`src/rtl/regfile_pkg.sv`:
```
// Shared sizing constants and dump-state encoding for the register file slice.
package regfile_pkg;

    localparam int RF_XLEN       = 64;
    localparam int RF_NREG       = 32;
    localparam int RF_ADDR_W     = $clog2(RF_NREG);
    localparam int RF_STARVE_MAX = 4;

    typedef enum logic [1:0] {
        ST_IDLE = 2'd0,
        ST_DUMP = 2'd1,
        ST_DONE = 2'd2
    } dump_state_e;

endpackage

```
`src/rtl/regfile_arb.sv`:
```
// Write-port arbiter: the pipeline writeback wins by default; the debug port
// is granted when writeback is idle or after it has waited STARVE_MAX cycles.
module regfile_arb
    import regfile_pkg::*;
#(
    parameter int STARVE_MAX = RF_STARVE_MAX
) (
    input  logic clk,
    input  logic rst,
    input  logic wb_en_i,
    input  logic dbg_valid_i,
    output logic wb_ready_o,
    output logic dbg_ready_o
);

    localparam int CW = (STARVE_MAX < 1) ? 1 : $clog2(STARVE_MAX + 1);

    logic [CW-1:0] starve_q, starve_d;
    logic          dbg_win;

    always_comb begin
        dbg_win  = !rst && dbg_valid_i && (!wb_en_i || (starve_q == CW'(STARVE_MAX)));
        starve_d = starve_q;
        if (!dbg_valid_i || dbg_win) begin
            starve_d = '0;
        end else if (starve_q != CW'(STARVE_MAX)) begin
            starve_d = starve_q + 1'b1;
        end
    end

    always_ff @(posedge clk) begin
        if (rst) begin
            starve_q <= '0;
        end else begin
            starve_q <= starve_d;
        end
    end

    assign wb_ready_o  = !dbg_win;
    assign dbg_ready_o = dbg_win;

endmodule

```
`src/rtl/regfile_ctrl.sv`:
```
// Integer register file with two bypassing read ports, arbitrated wb/debug
// write port and a register dump streamer that runs alongside normal traffic.
module regfile_ctrl
    import regfile_pkg::*;
#(
    parameter int XLEN       = RF_XLEN,
    parameter int NREG       = RF_NREG,
    parameter int STARVE_MAX = RF_STARVE_MAX,
    localparam int AW        = $clog2(NREG)
) (
    input  logic            clk,
    input  logic            rst,
    input  logic            wb_en,
    input  logic [AW-1:0]   wb_addr,
    input  logic [XLEN-1:0] wb_data,
    output logic            wb_ready,
    input  logic            dbg_valid,
    input  logic [AW-1:0]   dbg_addr,
    input  logic [XLEN-1:0] dbg_data,
    output logic            dbg_ready,
    input  logic [AW-1:0]   rs1_addr,
    output logic [XLEN-1:0] rs1_data,
    input  logic [AW-1:0]   rs2_addr,
    output logic [XLEN-1:0] rs2_data,
    input  logic            dump_start,
    output logic            dump_busy,
    output logic            dump_valid,
    output logic [AW-1:0]   dump_idx,
    output logic [XLEN-1:0] dump_data,
    output logic            dump_done
);

    logic [XLEN-1:0] regs_q [NREG];
    logic            wr_en;
    logic [AW-1:0]   wr_addr;
    logic [XLEN-1:0] wr_data;
    dump_state_e     state_q, state_d;
    logic [AW-1:0]   idx_q, idx_d;

    regfile_arb #(
        .STARVE_MAX (STARVE_MAX)
    ) u_arb (
        .clk         (clk),
        .rst         (rst),
        .wb_en_i     (wb_en),
        .dbg_valid_i (dbg_valid),
        .wb_ready_o  (wb_ready),
        .dbg_ready_o (dbg_ready)
    );

    // Exactly one requester reaches the storage; dbg_ready already excludes reset.
    always_comb begin
        wr_en   = 1'b0;
        wr_addr = wb_addr;
        wr_data = wb_data;
        if (dbg_ready) begin
            wr_en   = 1'b1;
            wr_addr = dbg_addr;
            wr_data = dbg_data;
        end else if (wb_en && !rst) begin
            wr_en = 1'b1;
        end
    end

    always_ff @(posedge clk) begin
        if (rst) begin
            for (int i = 0; i < NREG; i++) begin
                regs_q[i] <= '0;
            end
        end else if (wr_en && (wr_addr != '0)) begin
            regs_q[wr_addr] <= wr_data;
        end
    end

    function automatic logic [XLEN-1:0] rd_val(input logic [AW-1:0] a);
        if (a == '0) begin
            return '0;
        end
        if (wr_en && (wr_addr == a)) begin
            return wr_data;
        end
        return regs_q[a];
    endfunction

    always_comb begin
        rs1_data = rd_val(rs1_addr);
        rs2_data = rd_val(rs2_addr);
    end

    always_comb begin
        state_d    = state_q;
        idx_d      = idx_q;
        dump_busy  = 1'b0;
        dump_valid = 1'b0;
        dump_done  = 1'b0;
        dump_idx   = '0;
        dump_data  = '0;
        case (state_q)
            ST_IDLE: begin
                if (dump_start) begin
                    state_d = ST_DUMP;
                    idx_d   = '0;
                end
            end
            ST_DUMP: begin
                dump_busy  = 1'b1;
                dump_valid = 1'b1;
                dump_idx   = idx_q;
                dump_data  = rd_val(idx_q);
                if (idx_q == AW'(NREG - 1)) begin
                    state_d = ST_DONE;
                end else begin
                    idx_d = idx_q + 1'b1;
                end
            end
            ST_DONE: begin
                dump_busy = 1'b1;
                dump_done = 1'b1;
                state_d   = ST_IDLE;
            end
            default: state_d = ST_IDLE;
        endcase
        // Status is forced quiet while reset is held, even if a dump was in flight.
        if (rst) begin
            dump_busy  = 1'b0;
            dump_valid = 1'b0;
            dump_done  = 1'b0;
            dump_idx   = '0;
            dump_data  = '0;
        end
    end

    always_ff @(posedge clk) begin
        if (rst) begin
            state_q <= ST_IDLE;
            idx_q   <= '0;
        end else begin
            state_q <= state_d;
            idx_q   <= idx_d;
        end
    end

endmodule

```
`config.mk`:
```
export PLATFORM = sky130hd
export DESIGN_NAME = regfile_ctrl
export DESIGN_NICKNAME = d
export VERILOG_FILES = /design/src/rtl/regfile_pkg.sv /design/src/rtl/regfile_arb.sv /design/src/rtl/regfile_ctrl.sv
export SDC_FILE = /design/constraint.sdc
export NUM_CORES = 2
export LEC_CHECK = 0
export CAP_MARGIN = 10
export CORE_MARGIN = 4
export CORE_UTILIZATION = 40
export CTS_CLUSTER_SIZE = 8
export DETAILED_ROUTE_END_ITERATION = 10
export GPL_ROUTABILITY_DRIVEN = 0
export PLACE_DENSITY = 0.55
export SLEW_MARGIN = 0
export SYNTH_ARGS = -nofsm -noshare
export SYNTH_HDL_FRONTEND = slang
export SYNTH_SLANG_ARGS = --single-unit
```
`constraint.sdc`:
```
create_clock -name clk -period 4.89 [get_ports clk]
set_input_delay 0.7335 -clock clk [delete_from_list [all_inputs] [get_ports clk]]
set_output_delay 0.7335 -clock clk [all_outputs]
set_load 0.05 [all_outputs]
```
==> summary.txt <==
worst-case clock buffer depth -> 4
crit path time final -> 4.830 ns
Slew Limit Headroom -> 13.93%
Post-Synth Adder-Cell Area -> 0.08250%
# IOs -> 355
synth warn -> 0
Post-Syn Instances -> 8,534
#FFs+latches synth -> 2,063
Synth Area in Compound Gates -> 6.052%
initial antenna violation count -> 25
number of remaining DRC errors -> 0
Peak Freq -> 207.0 MHz
RSZ-0062 raised after global routing -> yes
Post-synth EDFFs -> 2,048
die width -> 558.8 um
area occupied by registers -> 61,810 sq um
Die Ht -> 558.8 um
cts-stage hold buffer count -> 0
# rows -> 201
Total Power -> 49.61 mW
Max FO, Critical Path -> 46
outcome -> finished, final reports clean
Synth-to-Final Area Change -> 18.98%
clock latency at the later pin of the worst-skew pair -> 0.91 ns
Final Max Tran Viols -> 0
TritonCTS Buffers -> 298
crit path DAT -> 4.10 ns
Main synth FF type -> edfxtp_1
maximum VDD drop -> 0.2502 mV
GR Layer Usage met3 -> 10.46%
met1 usage -> 42.48%
global-route usage over all layers -> 33.36%
Pre-antenna DRT Iters -> 6
Critical Setup Path Class -> flip-flop to output port
grt total ovfl -> 0
crit end category -> output port
largest net degree at the start of global routing -> 92
ratio of cells with drive above 1 in the final layout -> 34.16%
Reg2Reg Depth -> 11
leading cell type in the layout, fill and taps excluded -> nor2_1
Tcrit/Tclk final -> 98.77%
busiest grt layer -> met2
Hold Path Depth -> 2
DP Wirelength -> 312,900 um
Final Hold Viols -> 0
Layout fillers -> 25,690
First DRT Iteration DRCs -> 15,960
synth unique cells -> 53
buffers added on ports -> 354
Reg-to-Reg Start -> u_arb.starve_q[0]
Critical Path RT -> 4.16 ns
remaining antenna violation count -> 0
fraction of registers with async set/reset -> 0%
XOR/XNOR Fraction of Synth Area -> 0.1155%
clock slew at reported path FFs -> 0.05 ns
clock skew -> 0.02847 ns
leakage -> 50.35 nW
routed len/inst -> 41.41 um
commonest cells after routing, fill and taps aside -> nor2_1, edfxtp_1, mux4_2, buf_4, buf_12
routed via count -> 92,700
mux cell area share after synthesis -> 30.79%
clk sinks -> 2,063
Core Box Area -> 300,800 sq um
CTS root buf -> clkbuf_16
largest family of logic cells by synthesized area -> multiplexers
global-route wire length before repair -> 728,800 um
Hold WC Path Type -> input pin to flip-flop
CTS H-Tree Depth -> 5
Startpoint Class -> flip-flop
number of max-cap violations -> 0
reg2reg end -> regs_q[12][19]
simple-gate portion of the synthesized area -> 8.434%
Post-layout nets -> 8,978
Die Area -> 312,200 sq um
power density over the cells -> 343.7 nW/um^2
final setup violation count -> 0
Synth Area per Inst -> 14.22 sq um
post-synthesis sequential area ratio -> 50.93%
vias per cell -> 7.228
Global Route met2 Usage -> 50.23%
vias in the first global route -> 91,850
Worst Setup EP -> dump_data[38]
Syn Std Cell Area -> 121,300 sq um
Multi-input gate area -> 57,160 sq um
worst-margin pin slew -> 1.287 ns
Starting Density -> 40.34%
Min Hold Slack -> 0.07872 ns
Routed WL -> 531,100 um
setup slack, reg-to-reg -> 1.12 ns
CTS tree -> yes
## registers in the layout, indices dropped and copies added (netlist names), named ones only
signal          cells
u_arb.starve_q      3
idx_q               5
regs_q           2048
state_q             2
## per-layer routing
layer | part of all wire (%) | vias to the layer above
met5 | 0.029 | -
met4 | 7.2 | 20
li1 | - | 34700
met2 | 44 | 8253
met1 | 34 | 47870
met3 | 15 | 1859
## cells in the mapped netlist (4+ instances only)
master | n | area (sq um)
nand2_1 | 228 | 855.8
edfxtp_1 | 2048 | 61500
buf_1 | 108 | 405.4
and2_1 | 12 | 75.07
xnor2_1 | 14 | 122.6
buf_4 | 26 | 195.2
mux2i_1 | 131 | 1311
clkbuf_1 | 739 | 2774
mux2_2 | 126 | 1419
ha_1 | 8 | 100.1
o41ai_1 | 68 | 595.6
inv_1 | 14 | 52.55
nor3_1 | 129 | 645.6
nand3_1 | 76 | 380.4
and3_1 | 4 | 25.02
nor2b_1 | 12 | 75.07
buf_2 | 184 | 920.9
a221oi_1 | 128 | 1121
o221ai_1 | 63 | 551.8
mux4_2 | 1536 | 34590
a21oi_1 | 14 | 70.07
nand2b_1 | 38 | 237.7
a22oi_1 | 254 | 1907
nand3b_1 | 4 | 30.03
o22ai_1 | 317 | 1983
o21ai_0 | 5 | 25.02
dfxtp_1 | 15 | 300.3
a211oi_1 | 135 | 1013
nor2_1 | 2062 | 7740
## area by class of cell
cell class | instances | area share, %
antenna | 4 | 0.006934
clock buffer | 319 | 5.301
clock inverter | 27 | 0.2713
inverter | 15 | 0.04420
multi-input combinational | 5462 | 39.60
sequential | 2063 | 42.82
tap | 3958 | 3.431
timing repair buffer | 977 | 8.529
## critical path: stages, from the launching register on
cell      delay [ns]
dfxtp_4         0.41
buf_12          0.15
buf_12          0.24
buf_12          0.38
mux4_2          0.58
o22ai_1         0.24
nor3_1          0.10
buf_4           0.20
a221oi_1        0.32
a211oi_1        0.11
buf_4           0.19
buf_12          0.14
## worst min path at each step
stage / startpoint / to / slack [ns]
detailed placement: u_arb.starve_q[0] / u_arb.starve_q[0] / 0.46
CTS: rst / state_q[1] / 0.05
global placement: u_arb.starve_q[0] / u_arb.starve_q[0] / 0.43
floorplan: u_arb.starve_q[0] / u_arb.starve_q[0] / 0.42
global route: rst / state_q[1] / 0.08
finish: rst / state_q[1] / 0.08
## through the flow
step           area, sq um  worst slack [ns]  cells  util, %  TNS [ns]
6_report            144400           0.06018  12830    47.99         0
5_1_grt             144400          -0.01672  12820    47.99  -0.04428
4_1_cts             144100          0.001067  12810    47.91         0
3_5_place_dp        135800           -0.2269  12460    45.14    -7.705
3_3_place_gp        135800           -0.2493  12460    45.14    -9.087
2_1_floorplan       121600            0.4042   8597        -         0
## where the power goes
| group | internal [mW] | total [mW] | switching [mW] | leakage [nW] |
|---|---|---|---|---|
| clock network | 11.1 | 19.0 | 7.95 | 3.94 |
| logic | 4.20 | 9.71 | 5.51 | 25.5 |
| registers | 20.3 | 20.9 | 0.567 | 20.9 |
## repair_timing
action                                  in CTS  in global routing
gates cloned                                 1                  2
setup buffers                                9                  5
pin swaps                                    2                  3
endpoints found under the setup margin     156                161
resized for setup                           24                 25
## cells by family (layout without fill, tap and decap cells)
| kind of cell | Yosys count | after routing |
|---|---|---|
| compound gates | 993 | 993 |
| xor+xnor | 16 | 16 |
| fa+ha+maj | 8 | 8 |
| buf+inv | 1072 | 1338 |
| flops | 2063 | 2063 |
| mux | 1795 | 1795 |
| other cells | 1 | 68 |
| simple gates | 2586 | 2586 |
Note: power is estimated with default switching activity, not from simulation.
